**config.mk**
```make
export PLATFORM = sky130hd
export DESIGN_NAME = display_scan_mux
export DESIGN_NICKNAME = d
export VERILOG_FILES = /design/src/rtl/display_scan_mux.sv
export SDC_FILE = /design/constraint.sdc
export NUM_CORES = 1
export LEC_CHECK = 0
export BUFFER_PORTS_ARGS = -buffer_cell sky130_fd_sc_hd__buf_2
export CAP_MARGIN = 0
export CELL_PAD_IN_SITES_DETAIL_PLACEMENT = 1
export CELL_PAD_IN_SITES_GLOBAL_PLACEMENT = 2
export CORE_MARGIN = 4
export CORE_UTILIZATION = 35
export CTS_BUF_LIST = sky130_fd_sc_hd__clkbuf_8
export CTS_CLUSTER_DIAMETER = 60
export DETAILED_ROUTE_END_ITERATION = 8
export HOLD_SLACK_MARGIN = 0.03
export PLACE_DENSITY_LB_ADDON = 0.1
export SLEW_MARGIN = 5
export SYNTH_ARGS = -nofsm -noshare
export SYNTH_HDL_FRONTEND = slang
export SYNTH_SLANG_ARGS = --single-unit
```
**constraint.sdc**
```tcl
create_clock -name clk -period 2.2 [get_ports clk]
set_input_delay 0.11 -clock clk [delete_from_list [all_inputs] [get_ports clk]]
set_output_delay 0.11 -clock clk [all_outputs]
set_load 0.005 [all_outputs]
```
**src/rtl/display_scan_mux.sv**
```systemverilog
// 4-digit 7-segment scan multiplexer with inter-digit blanking and decimal point.
// Optional SCAN_DIM_EN macro enables brightness-controlled dimming of the active window.
module display_scan_mux #(
  parameter int       SLOT_CYCLES   = 25000,
  parameter int       BLANK_CYCLES  = 64,
  parameter bit       AN_ACTIVE_LOW = 1'b1,
  parameter bit       DP_ACTIVE_LOW = 1'b1,
  parameter logic [6:0] SEG_OFF     = 7'h7F
) (
  input  logic       clk,
  input  logic       reset,
  input  logic [6:0] seg_in1,
  input  logic [6:0] seg_in2,
  input  logic [6:0] seg_in3,
  input  logic [6:0] seg_in4,
  input  logic [2:0] brightness,
  output logic [6:0] seg_out,
  output logic       dp_out,
  output logic [3:0] an_out,
  output logic       slot_tick
);

  localparam int CW = (SLOT_CYCLES > 2) ? $clog2(SLOT_CYCLES) : 1;
  localparam logic [CW-1:0] LAST  = CW'(SLOT_CYCLES - 1);
  localparam logic [CW-1:0] BLANK = CW'(BLANK_CYCLES);
  localparam logic [3:0] AN_OFF = AN_ACTIVE_LOW ? 4'hF : 4'h0;
  localparam logic DP_ON = ~DP_ACTIVE_LOW;

  logic [CW-1:0] slot_cnt_q, slot_cnt_d;
  logic [1:0]    digit_q, digit_d;
  logic [6:0]    hold_q, hold_d;
  logic [6:0]    seg_q, seg_d;
  logic          dp_q, dp_d;
  logic [3:0]    an_q, an_d;
  logic          tick_q, tick_d;

  logic          start;
  logic          active;
  logic [6:0]    sel;
  logic [6:0]    cur;
  logic [3:0]    onehot;

`ifdef SCAN_DIM_EN
  localparam logic [31:0] WIN = 32'(SLOT_CYCLES - BLANK_CYCLES);
  logic [2:0]  bright_q, bright_d;
  logic [31:0] dim_off;
  logic [31:0] dim_phase;
`else
  logic unused_bright;
  assign unused_bright = ^brightness;
`endif

  always_comb begin
    sel    = seg_in1;
    onehot = 4'b1000;
    unique case (digit_q)
      2'd0: begin sel = seg_in1; onehot = 4'b1000; end
      2'd1: begin sel = seg_in2; onehot = 4'b0100; end
      2'd2: begin sel = seg_in3; onehot = 4'b0010; end
      2'd3: begin sel = seg_in4; onehot = 4'b0001; end
    endcase

    start      = (slot_cnt_q == '0);
    slot_cnt_d = (slot_cnt_q == LAST) ? '0 : slot_cnt_q + 1'b1;
    digit_d    = (slot_cnt_q == LAST) ? digit_q + 2'd1 : digit_q;

    // bypass the holding register on the capture cycle itself
    cur    = start ? sel : hold_q;
    hold_d = cur;
    active = (slot_cnt_q >= BLANK);

`ifdef SCAN_DIM_EN
    bright_d  = start ? brightness : bright_q;
    dim_off   = 32'(slot_cnt_q) - 32'(BLANK_CYCLES);
    dim_phase = (dim_off * 32'd8) / WIN;
    active    = active && (dim_phase <= 32'(bright_d));
`endif

    an_d   = active ? (AN_ACTIVE_LOW ? ~onehot : onehot) : AN_OFF;
    seg_d  = active ? cur : SEG_OFF;
    dp_d   = (active && digit_q == 2'd2) ? DP_ON : ~DP_ON;
    tick_d = start;
  end

  always_ff @(posedge clk or posedge reset) begin
    if (reset) begin
      slot_cnt_q <= '0;
      digit_q    <= 2'd0;
      hold_q     <= SEG_OFF;
      seg_q      <= SEG_OFF;
      dp_q       <= ~DP_ON;
      an_q       <= AN_OFF;
      tick_q     <= 1'b0;
    end else begin
      slot_cnt_q <= slot_cnt_d;
      digit_q    <= digit_d;
      hold_q     <= hold_d;
      seg_q      <= seg_d;
      dp_q       <= dp_d;
      an_q       <= an_d;
      tick_q     <= tick_d;
    end
  end

`ifdef SCAN_DIM_EN
  always_ff @(posedge clk or posedge reset) begin
    if (reset) bright_q <= 3'd7;
    else       bright_q <= bright_d;
  end
`endif

  assign seg_out   = seg_q;
  assign dp_out    = dp_q;
  assign an_out    = an_q;
  assign slot_tick = tick_q;

endmodule

```
==> out/summary.txt <==
status: completed
worst clock skew: 0.00563 ns
H-tree depth: 2
Ports: 46
Routed Antenna Nets: 0
Worst EP required: 2.42 ns
Reg2Reg Setup Slack: 0.50 ns
cells after synthesis: 152
routability congestion estimate from global placement: 0.806
Top FF cell, synth: dfstp_2
setup slack at placement: 0.513 ns
number of synthesized register bits: 36
Rows: 25
number of hold buffers added after cts: 0
setup violators final: 0
port buffer count: 42
area of the core: 4820 um^2
Slew headroom: 41.4%
per-cell routed wire length: 15.5 um
f_max: 590 MHz
Synth Warn #: 0
DRC violations left: 0
Hold Violations, Final: 0
total gr overflow: 0
largest net degree at the start of global routing: 24
CP startpoint kind: register
layout cell share with drive strength beyond 1: 44.1%
leakage: 0.954 nW
crit path kind: reg -> reg
clock-pin slew on the worst setup and hold paths: 0.07 ns
Avg Synthesized Cell Area: 11.6 um^2
crit path max fanout: 8
DP Wirelength: 3220 um
first-pass GRT wire length: 6820 um
library cells used by synthesis: 34
CP arrival: 1.91 ns
R2R Path End: hold_q[5]$_DFF_PP1_
Post-CTS Resized: 0
FF-to-FF Start: digit_q[0]$_DFFE_PP0N_
clk buf depth: 2
Clock Sinks: 36
Area Growth Syn to Fin: 21.6%
Async SR Flop Fraction: 100%
die area: 6240 um^2
EDFF count, synth: 0
total global-route track usage: 14.2%
Seq/Total Area, Yosys: 52.3%
worst slew pin tran: 0.877 ns
Worst R2R Path Depth: 5
max-cap violations: 0
CTS tree: yes
critical path cell sequence: inv_1 -> ha_1 -> a222oi_1 -> o21ai_0 -> mux2_4
Post-CTS Setup Bufs: 0
total number of vias: 1283
HP Class: in -> async
latest clock arrival within the worst-skew pair: 0.29 ns
fin crit share: 77.1%
final std cells w/o fill: 262
power per cell area: 612 nW/um^2
Die Span Y: 79.0 um
Final TNS setup: 0 ns
crit path max-delay cell type: dfrtp_1
Netlist Area Pre-Place: 1770 um^2
DRT Wirelength: 4070 um
max incr delay on CP: 0.42 ns
crit end category: register
final worst slack: 0.504 ns
VDD IR max: 0.000254 V
syn_nets: 191
RSZ-0062 raised after global routing: false
NumNets Final: 233
diodes inserted: 0
DR pass1 iterations: 4
Via density: 4.90
Root Buffer: clkbuf_8
initial antenna violation count: 0
Final min period: 1.70 ns
vias in the first global route: 1371
Num CTS Buffers: 5
DRT iter0 DRCs: 39
Initial Utilization: 36.6%
die span in x: 79.0 um
Slew Limit Fails: 0
Inst Count DP: 254
-- area by class of cell --
cell class / instances / area, um^2
Tap cell: 67 / 83.8
Clock buffer: 5 / 68.8
Inverter: 5 / 18.8
Fill cell: 548 / 2670
Clock inverter: 3 / 42.5
Multi-Input combinational cell: 101 / 777
Sequential cell: 36 / 923
Timing Repair Buffer: 45 / 233
-- routing by layer --
metal,wire [um],track usage [%],vias up
met5,0,0,-
met4,60,5.50,0
met3,248,3.97,6
met2,1890,21.4,36
met1,1880,19.2,629
li1,-,-,612
-- state kept, by name, indices dropped and copies added, names as in the netlist --
name        count
seg_out         7
slot_cnt_q     15
slot_tick       1
digit_q         2
hold_q          7
an_out          4
-- cell usage in the layout (no fill, tap or decap), drive strengths merged --
| master | count |
|---|---|
| dfrtp | 18 |
| buf | 45 |
| bufinv | 1 |
| nor3 | 2 |
| inv | 5 |
| xnor2 | 7 |
| or3 | 1 |
| a21oi | 1 |
| nand4 | 4 |
| a222oi | 7 |
| nand3 | 7 |
| and3 | 3 |
| or2b | 1 |
| nand2 | 16 |
| nor4 | 4 |
| and2 | 1 |
| ha | 6 |
| and4 | 1 |
| o311ai | 1 |
| o21ai | 8 |
| nor2 | 9 |
| mux2 | 8 |
| xor2 | 5 |
| clkinvlp | 1 |
| clkinv | 1 |
| dfstp | 18 |
| nand4bb | 2 |
| nand2b | 7 |
| clkbuf | 5 |
-- worst max-delay path by stage --
stage | start | to | slack, ns | cells past startpoint
after detailed placement | digit_q[0]$_DFFE_PP0N_ | hold_q[5]$_DFF_PP1_ | 0.51 | 5
after floorplan | digit_q[0]$_DFFE_PP0N_ | hold_q[5]$_DFF_PP1_ | 0.67 | 6
after global placement | digit_q[0]$_DFFE_PP0N_ | hold_q[5]$_DFF_PP1_ | 0.57 | 5
after global routing | slot_cnt_q[0]$_DFF_PP0_ | slot_cnt_q[14]$_DFF_PP0_ | 0.39 | 5
after CTS | digit_q[0]$_DFFE_PP0N_ | hold_q[5]$_DFF_PP1_ | 0.49 | 5
final | digit_q[0]$_DFFE_PP0N_ | hold_q[5]$_DFF_PP1_ | 0.50 | 5
-- report_power, final --
group	internal [mW]	switching (mW)
clock network	0.335	0.241
logic	0.0329	0.0261
registers	0.674	0.00369
total	1.04	0.271
-- cells in the mapped netlist (2+ instances only) --
| master | count | area, um^2 |
|---|---|---|
| nand3_1 | 6 | 30.0 |
| clkbuf_1 | 5 | 18.8 |
| dfstp_2 | 18 | 473 |
| nor4_1 | 3 | 18.8 |
| ha_1 | 6 | 75.1 |
| nand4_1 | 3 | 18.8 |
| mux2_4 | 7 | 105 |
| nor2_1 | 8 | 30.0 |
| dfrtp_1 | 18 | 450 |
| nand4bb_1 | 2 | 22.5 |
| and3_1 | 3 | 18.8 |
| a222oi_1 | 7 | 70.1 |
| nand2b_1 | 7 | 43.8 |
| o21ai_0 | 8 | 40.0 |
| xnor2_1 | 7 | 61.3 |
| inv_1 | 5 | 18.8 |
| xor2_1 | 5 | 43.8 |
| buf_2 | 3 | 15.0 |
| nand2_1 | 16 | 60.1 |
-- worst max-delay path: cells and delay by family (launching register included) --
family | cells | cell delay (ns)
flops | 1 | 0.42
buf+inv | 1 | 0.09
fa+ha+maj | 1 | 0.32
compound gates | 2 | 0.53
mux | 1 | 0.28
-- cell families after synthesis --
| group | share of synthesized area [%] |
|---|---|
| adders and majority gates | 4.25 |
| buffers and inverters | 3.69 |
| xor gates and xnor gates | 5.95 |
| DFF | 52.3 |
| AOI/OAI and AO/OA | 7.23 |
| muxes | 6.59 |
| and+or+nand+nor | 20.0 |
-- stage by stage --
stage / power, mW / hold slack (ns) / utilization [%] / area, um^2
after floorplan: 0.713 / 0.264 / - / 1770
after global placement: 0.747 / 0.332 / 42.3 / 2040
after detailed placement: 0.750 / 0.357 / 42.3 / 2040
after CTS: 1.34 / 0.0451 / 44.6 / 2150
after global routing: 1.38 / 0.102 / 44.6 / 2150
final: 1.31 / 0.00157 / 44.6 / 2150
Power figures use the tool's default switching activity.
